===== config.mk =====
export PLATFORM = sky130hd
export DESIGN_NAME = slink_stream_packer_flat
export DESIGN_NICKNAME = d
export VERILOG_FILES = /design/src/rtl/slink_stream_packer_if.sv /design/src/rtl/slink_stream_packer.sv /design/src/flat_wrapper.sv
export SDC_FILE = /design/constraint.sdc
export NUM_CORES = 1
export LEC_CHECK = 0
export CAP_MARGIN = 20
export CELL_PAD_IN_SITES_DETAIL_PLACEMENT = 1
export CELL_PAD_IN_SITES_GLOBAL_PLACEMENT = 1
export CORE_AREA = 2 2 269 271
export CTS_CLUSTER_DIAMETER = 80
export CTS_CLUSTER_SIZE = 16
export DETAILED_ROUTE_END_ITERATION = 8
export DIE_AREA = 0 0 271 273
export PLACE_DENSITY = 0.83
export SYNTH_ARGS = -nofsm -noshare
export SYNTH_HDL_FRONTEND = slang
export SYNTH_SLANG_ARGS = --single-unit

===== constraint.sdc =====
create_clock -name clk_i -period 10.85 [get_ports clk_i]
set_input_delay 1.6275 -clock clk_i [delete_from_list [all_inputs] [get_ports clk_i]]
set_output_delay 1.6275 -clock clk_i [all_outputs]
set_load 0.1 [all_outputs]

===== src/rtl/slink_stream_packer_if.sv =====
// slink_stream_packer_if -- stream bus bundle for slink_stream_packer.
//
// Carries both sides of the packer datapath:
//   data_i   [ElemWidth]        element from upstream
//   valid_i                     element valid
//   ready_o                     packer can take the element
//   data_o   [Width*ElemWidth]  packed word, slot k at [k*ElemWidth +: ElemWidth]
//   valid_o  [Width]            per-slot valid mask, contiguous from slot 0
//   ready_i                     downstream ready
// Modports: slave = packer side, master = environment driving it.
interface slink_stream_packer_if #(
  parameter int ElemWidth = 16,
  parameter int Width     = 32
);
  logic [ElemWidth-1:0]       data_i;
  logic                       valid_i;
  logic                       ready_o;
  logic [Width*ElemWidth-1:0] data_o;
  logic [Width-1:0]           valid_o;
  logic                       ready_i;

  modport slave (
    input  data_i, valid_i, ready_i,
    output ready_o, data_o, valid_o
  );

  modport master (
    output data_i, valid_i, ready_i,
    input  ready_o, data_o, valid_o
  );
endinterface


===== src/rtl/slink_stream_packer.sv =====
// slink_stream_packer -- packs a stream of ElemWidth-bit elements into words
// of Width slots. One fill buffer collects elements; a single output register
// presents a word with a contiguous slot-valid mask until downstream takes it.
// A word is emitted when the fill is full, on flush_i, or (optionally) after
// an idle timeout.
//
// Ports:
//   clk_i                   clock, rising edge
//   rst_i                   synchronous active-high reset
//   flush_i                 emit a partially filled word (no-op when empty)
//   cfg_auto_flush_en_i     enable idle-timeout flush
//   cfg_auto_flush_count_i  idle cycles before auto-flush (0 = first idle cycle)
//   bus (slave modport)     data_i/valid_i/ready_o in, data_o/valid_o/ready_i out
//
// Build option: define SLINK_PACKER_AUTO_FLUSH_EN to include the idle counter
// and auto-flush. Without it the cfg_auto_flush_* inputs are ignored.
module slink_stream_packer #(
  parameter int ElemWidth = 16,
  parameter int Width     = 32
) (
  input  logic       clk_i,
  input  logic       rst_i,
  input  logic       flush_i,
  input  logic       cfg_auto_flush_en_i,
  input  logic [5:0] cfg_auto_flush_count_i,
  slink_stream_packer_if.slave bus
);

  localparam int CntW = $clog2(Width + 1);
  localparam logic [CntW-1:0] FullCnt = CntW'(Width);

  logic [ElemWidth-1:0]       fill_q [Width];
  logic [ElemWidth-1:0]       fill_d [Width];
  logic [CntW-1:0]            fill_cnt_q, fill_cnt_d;
  logic [Width*ElemWidth-1:0] data_q, data_d;
  logic [Width-1:0]           vld_q, vld_d;
  logic                       pend_q, pend_d;

  logic fill_full, fill_any, out_vld;
  logic accept, drain, auto_fire, emit_req, emit;

  assign fill_full = (fill_cnt_q == FullCnt);
  assign fill_any  = (fill_cnt_q != '0);
  assign out_vld   = |vld_q;
  assign drain     = out_vld && bus.ready_i;

`ifdef SLINK_PACKER_AUTO_FLUSH_EN
  logic [5:0] idle_q, idle_d;

  assign auto_fire = cfg_auto_flush_en_i && fill_any &&
                     (idle_q == cfg_auto_flush_count_i);

  // Counts cycles with a partial fill and no new element; saturates so a
  // long stall never wraps back onto the configured threshold.
  always_comb begin
    idle_d = idle_q;
    if (accept || emit) begin
      idle_d = '0;
    end else if (fill_any && (idle_q != 6'd63)) begin
      idle_d = idle_q + 6'd1;
    end
  end

  always_ff @(posedge clk_i) begin
    if (rst_i) begin
      idle_q <= '0;
    end else begin
      idle_q <= idle_d;
    end
  end
`else
  logic unused_cfg;
  assign unused_cfg = ^{cfg_auto_flush_en_i, cfg_auto_flush_count_i};
  assign auto_fire  = 1'b0;
`endif

  // An emit that could not land because the output register was occupied is
  // remembered in pend_q, so a one-cycle flush pulse is not lost.
  assign emit_req = fill_full || (flush_i && fill_any) || auto_fire || pend_q;
  assign emit     = emit_req && (!out_vld || bus.ready_i);

  // Only a full fill with nowhere to go blocks the input; when the fill moves
  // out this cycle the incoming element starts the next word in slot 0.
  assign bus.ready_o = !rst_i && (!fill_full || emit);
  assign accept      = bus.valid_i && bus.ready_o;

  always_comb begin
    fill_d     = fill_q;
    fill_cnt_d = fill_cnt_q;
    data_d     = data_q;
    vld_d      = vld_q;
    pend_d     = pend_q;

    if (drain) begin
      vld_d = '0;
    end

    if (emit) begin
      // Slots beyond the fill count may hold stale elements; zero them.
      for (int k = 0; k < Width; k++) begin
        vld_d[k]                       = (k < int'(fill_cnt_q));
        data_d[k*ElemWidth +: ElemWidth] = (k < int'(fill_cnt_q)) ? fill_q[k] : '0;
      end
      pend_d     = 1'b0;
      fill_cnt_d = '0;
    end else if (emit_req) begin
      pend_d = 1'b1;
    end

    if (accept) begin
      if (emit) begin
        fill_d[0]  = bus.data_i;
        fill_cnt_d = CntW'(1);
      end else begin
        for (int k = 0; k < Width; k++) begin
          if (k == int'(fill_cnt_q)) begin
            fill_d[k] = bus.data_i;
          end
        end
        fill_cnt_d = fill_cnt_q + CntW'(1);
      end
    end
  end

  always_ff @(posedge clk_i) begin
    if (rst_i) begin
      fill_cnt_q <= '0;
      vld_q      <= '0;
      data_q     <= '0;
      pend_q     <= 1'b0;
    end else begin
      fill_cnt_q <= fill_cnt_d;
      vld_q      <= vld_d;
      data_q     <= data_d;
      pend_q     <= pend_d;
    end
  end

  // Fill slots are only ever read below fill_cnt, so they need no reset.
  always_ff @(posedge clk_i) begin
    fill_q <= fill_d;
  end

  assign bus.data_o  = data_q;
  assign bus.valid_o = vld_q;

endmodule


===== src/flat_wrapper.sv =====
// flat-port wrapper written by rule: the top's interface ports become plain ports
module slink_stream_packer_flat 
#(
  parameter int ElemWidth = 16,
  parameter int Width     = 32
)
  (clk_i, rst_i, flush_i, cfg_auto_flush_en_i, cfg_auto_flush_count_i, bus_data_i, bus_valid_i, bus_ready_i, bus_ready_o, bus_data_o, bus_valid_o);
  slink_stream_packer_if #(.ElemWidth(ElemWidth), .Width(Width)) bus_i ();
  input  logic clk_i;
  input  logic rst_i;
  input  logic flush_i;
  input  logic cfg_auto_flush_en_i;
  input  logic [5:0] cfg_auto_flush_count_i;
  input wire logic [$bits(bus_i.data_i)-1:0] bus_data_i;
  input wire logic [$bits(bus_i.valid_i)-1:0] bus_valid_i;
  input wire logic [$bits(bus_i.ready_i)-1:0] bus_ready_i;
  output wire logic [$bits(bus_i.ready_o)-1:0] bus_ready_o;
  output wire logic [$bits(bus_i.data_o)-1:0] bus_data_o;
  output wire logic [$bits(bus_i.valid_o)-1:0] bus_valid_o;
  assign bus_i.data_i = bus_data_i;
  assign bus_i.valid_i = bus_valid_i;
  assign bus_i.ready_i = bus_ready_i;
  assign bus_ready_o = bus_i.ready_o;
  assign bus_data_o = bus_i.data_o;
  assign bus_valid_o = bus_i.valid_o;
  slink_stream_packer #(.ElemWidth(ElemWidth), .Width(Width)) u_core (.clk_i(clk_i), .rst_i(rst_i), .flush_i(flush_i), .cfg_auto_flush_en_i(cfg_auto_flush_en_i), .cfg_auto_flush_count_i(cfg_auto_flush_count_i), .bus(bus_i));
endmodule

Word-level counts from Yosys, hierarchy flattened
Cells that the tools add are included.
- $add $sub $neg: 1
- $mul: 0
- div/mod/pow operators: 0
- magnitude comparators: 32
- eq/ne operators: 32
- shift operators: 0
- muxes and demuxes: 39
- bitwise logic cells: 1
- reductions and logical operators: 51
- operator list (operator ; number):
    $mux W16 ; 34
    $eq A6 B6 Y1 const A ; 16
    $lt A5 B6 Y1 const A ; 16
    $reduce_and A3 Y1 ; 31
    $mux W32 ; 2
    $eq A5 B6 Y1 const A ; 8
    $lt A4 B6 Y1 const A ; 8
    $reduce_or A32 Y1 ; 1
    $eq A4 B6 Y1 const A ; 4
    $lt A3 B6 Y1 const A ; 4
    $mux W6 ; 3
    $eq A3 B6 Y1 const A ; 2
    $lt A1 B6 Y1 const A ; 2
    $lt A2 B6 Y1 const A ; 2
    $add A6 B1 Y6 const B ; 1
    $eq A2 B6 Y1 const A ; 1
    $eq A6 B6 Y1 const B ; 1
    $logic_not A6 Y1 ; 1
    $reduce_bool A2 Y1 ; 3
    $reduce_bool A6 Y1 ; 1
    $logic_and A1 B1 Y1 ; 5
    $logic_or A1 B1 Y1 ; 4
    $logic_not A1 Y1 ; 3
    $reduce_and A2 Y1 ; 1
    other kinds (2) ; 2
- flip-flop bits (word level): 1063
- bits in latches: 0
- memory bits (writable): 0
- memory bits (read-only): 0
- input port bits: 28
- output and inout bits: 545
- memories: 0

Depth between registers and ports, before layout
- word-level depth: 9
- mapped depth: 12

Worst setup path after synthesis
No wires, ideal clock.
- kind: input -> output
- start: input port rst_i
- end: output port bus_ready_o
- arrival: 3.579 ns
- path slack: 5.643 ns
- stages: 3
- path buffers: 2
- path through: clkbuf_1 > clkbuf_1 > a21oi_1
- cells in the longest elaborated chain, start to end: 2
- RTL lines (item ; line ; text):
    start: declaration ; flat_wrapper.sv:10 ; input logic rst_i;
    $logic_not A1 Y1 ; slink_stream_packer.sv:84 ; assign bus.ready_o = !rst_i && (!fill_full || emit);
    $logic_and A1 B1 Y1 ; slink_stream_packer.sv:84 ;
    end: declaration ; flat_wrapper.sv:17 ; output wire logic [$bits(bus_i.ready_o)-1:0] bus_ready_o;
Every way passes these cells.

Worst setup path after layout
- start: register u_core.fill_cnt_q[1]
- end: output port bus_ready_o
- cells in the longest elaborated chain, start to end: 7
- RTL lines (item ; line ; text):
    start: declaration ; slink_stream_packer.sv:34 ; logic [CntW-1:0] fill_cnt_q, fill_cnt_d;
    start signal: assignment ; slink_stream_packer.sv:132 ; fill_cnt_q <= fill_cnt_d;
    $reduce_bool A6 Y1 ; slink_stream_packer.sv:43 ; assign fill_any = (fill_cnt_q != '0);
    $logic_and A1 B1 Y1 ; slink_stream_packer.sv:79 ; assign emit_req = fill_full || (flush_i && fill_any) || auto_fire || pend_q;
    $logic_or A1 B1 Y1 (2 in a row) ; slink_stream_packer.sv:79 ;
    $logic_and A1 B1 Y1 ; slink_stream_packer.sv:80 ; assign emit = emit_req && (!out_vld || bus.ready_i);
    $logic_or A1 B1 Y1 * ; slink_stream_packer.sv:84 ;
    $logic_and A1 B1 Y1 * ; slink_stream_packer.sv:84 ;
Every way passes the cells marked *; elsewhere a longest branch is shown, timed or not.

==> results.json <==
{
  "ir_drop_uv": 144,
  "crit_slowest_cell": "clkdlybuf4s50_1",
  "setup-violations-final": 0,
  "gr-usage-all-layers": 0.283,
  "synth_edf_count": 512,
  "wl_per_cell_um": 30.5,
  "fin_crit_sh": 0.504,
  "path_clk_slew_ns": 0.08,
  "worstMarginPinSlew_ns": 1.18,
  "ff2ff_path_depth": 7,
  "final_core_utilization": 0.589,
  "synth_area_um2": 33000,
  "slew_headroom": 0.213,
  "place_congestion": 0.827,
  "cp.arrival_ns": 3.84,
  "ios": 573,
  "hold_viol": 0,
  "critical-path-max-stage-delay_ns": 1.27,
  "required_ns": 9.22,
  "die_area_um2": 74000,
  "antenna_found_initial": 4,
  "antenna_left": 0,
  "cts_resized": 0,
  "cp_max_fo": 10,
  "num_vias": 20400,
  "grt_max_degree": 207,
  "cts_root_buf": "clkbuf_16",
  "cts_buffers": 76,
  "cts_sinks": 1063,
  "clk_latency_ns": 0.63,
  "vias_per_cell": 5.78,
  "first_iter_violations": 1799,
  "synth.area.top_cells": "edfxtp_1, dfxtp_1, a22o_1",
  "cellLeakagePower_uw": 0.0145,
  "powerDensity_nw_per_um2": 170,
  "core_um2": 71000,
  "postCtsSetupRepairBufs": 0,
  "whs_path_depth": 1,
  "first_pass_iters": 8,
  "syn_avg_cell_area_um2": 16.9,
  "ys_seq_area_frac": 0.799,
  "wl_um": 108000,
  "async_flop_share": 0,
  "end_kind": "output port",
  "dp_hpwl_um": 68100,
  "holdWs_ns": 0.456,
  "synth-seq-cells": 1063,
  "start_util": 0.465,
  "rows": 98,
  "synth_cell_types": 48,
  "fmax_ghz": 0.183,
  "syn_inst": 1951,
  "synth_area_leader_cell": "edfxtp_1",
  "grt_pass1_wl_um": 153000,
  "grt_overflow": 0,
  "cts_buffer_depth": 3,
  "die-height_um": 273,
  "first_global_vias": 21600,
  "hp-class": "register to register",
  "yosys_warnings": 0,
  "port_buffers": 565,
  "start_kind": "register",
  "layout-drive-gt1-share": 0.0718,
  "die_w_um": 271,
  "status": "finished clean",
  "drv_cap": 0,
  "cts_tree": "yes",
  "cts_hold_buf": 0,
  "drc_errors": 0,
  "min_period_ns": 5.47,
  "htree_num_levels": 3,
  "rsz0062_at_grt": "false",
  "critPathKind": "register to output port",
  "slew_viol_final": 0,
  "fin_nets": 2549,
  "synth_ff_type": "dfxtp_1",
  "syn_nets": 1983,
  "clock_skew_ns": 0.0326,
  "tns_ns": 0,
  "yosys.area.top_type_share": 0.465,
  "crit_path_cell_trace": "inv_1 -> ha_1 -> and4b_1 -> a21oi_1 -> clkdlybuf4s50_1",
  "areaGrowthSynthToFinish_pct": 26.6
}
==> routing by layer <==
metal  share of wire  GRT usage
met1            0.38      0.342
met4           0.047      0.131
met2            0.50      0.480
met3           0.073     0.0672
met5         0.00020          0
==> cell usage after synthesis, types with 2 or more instances <==
cell	instances
a211o_1	2
a21boi_1	3
a21o_1	11
a21oi_1	29
a22o_1	496
a22oi_1	7
a2bb2oi_1	6
a31o_2	6
a31oi_1	2
and2_1	9
and3_1	3
and4_1	4
buf_1	5
buf_2	48
buf_4	34
buf_6	17
clkbuf_1	27
dfxtp_1	551
edfxtp_1	512
ha_1	4
inv_1	5
nand2_1	34
nand3_1	21
nand3b_1	2
nand4_1	5
nor2_1	62
nor2b_1	2
nor3_1	6
nor4_1	8
o21a_1	3
o21ai_0	5
or3_1	2
or3b_2	2
xnor2_1	2
xor2_1	3
==> final timing paths <==
path,start,endpoint,slack [ns]
setup / recovery,u_core.fill_cnt_q[1]$_SDFFE_PP0P_,bus_ready_o,5.38
hold / removal,u_core.fill_q[472]$_DFFE_PP_,u_core.bus.data_o[40]$_SDFFE_PP0P_,0.46
setup reg to reg,u_core.fill_cnt_q[1]$_SDFFE_PP0P_,u_core.fill_q[403]$_DFFE_PP_,6.26
hold reg to reg,u_core.fill_q[472]$_DFFE_PP_,u_core.bus.data_o[40]$_SDFFE_PP0P_,0.46
==> area by class of cell <==
| cell class | count | area (um^2) |
|---|---|---|
| well taps | 950 | 1190 |
| repair buffers | 620 | 6120 |
| clock buffers | 129 | 2140 |
| multi-input cells | 751 | 5860 |
| diodes | 1 | 2.50 |
| fillers | 6394 | 29200 |
| flip-flops and latches | 1063 | 26400 |
| clock inverters | 7 | 72.6 |
| inverters | 5 | 18.8 |
==> state kept, by name, indices dropped and copies added, names as in the netlist <==
signal and count:
u_core.bus.data_o 512, u_core.pend_q 1, u_core.bus.valid_o 32, u_core.fill_q 512, u_core.fill_cnt_q 6
==> cell families (layout without fill, tap and decap cells) <==
logic type      after synthesis  count (layout)  synth area share
simple gates                167             167            0.0250
mux                           1               1          0.000303
flops                      1063            1063             0.799
other cells                   0               1                 0
fa+ha+maj                     4               4           0.00152
xor+xnor                      5               5           0.00133
buf+inv                     137             761            0.0252
compound gates              574             574             0.147
==> worst max-delay path: cells and delay by family (launching register included) <==
| kind | cells | cell delay, ns |
|---|---|---|
| compound gates | 1 | 0.23 |
| flops | 1 | 0.63 |
| buf+inv | 2 | 1.56 |
| simple gates | 1 | 0.33 |
| fa+ha+maj | 1 | 0.46 |
==> cells in the final DEF (no fill, tap or decap), drive strengths merged, types with 3 or more instances in the layout <==
cell type      netlist  routed
edfxtp             512     512
clkbuf              28     129
and4                 4       4
a21o                11      11
nor4                 9       9
nand2               34      34
buf                104      72
and2                10      10
a22oi                7       7
inv                  5       6
and3                 3       3
dfxtp              551     551
nand4                5       5
o21a                 3       3
a31o                 6       6
clkdlybuf4s50        0     548
ha                   4       4
a22o               496     496
o21ai                5       5
a21oi               29      29
a21boi               3       3
a2bb2oi              6       6
nand3               21      21
nor3                 6       6
xor2                 3       3
nor2                63      63
clkinv               0       6
==> where the power goes <==
part / switching, uW / internal (uW) / total [uW]
Combinational: 156 / 25.0 / 181
Sequential: 3.62 / 4200 / 4200
Clock: 1350 / 1360 / 2710
==> stage by stage <==
stage	cells	setup WS (ns)	cell area, um^2	total power, uW
6_report	3526	5.38	41800	7090
5_1_grt	3525	5.25	41800	7270
4_1_cts	3522	5.34	41700	7130
3_5_place_dp	3386	5.40	39500	4470
3_3_place_gp	3379	5.40	39400	4460
2_1_floorplan	1951	5.64	33000	4390
(Power assumes the default switching activity.)
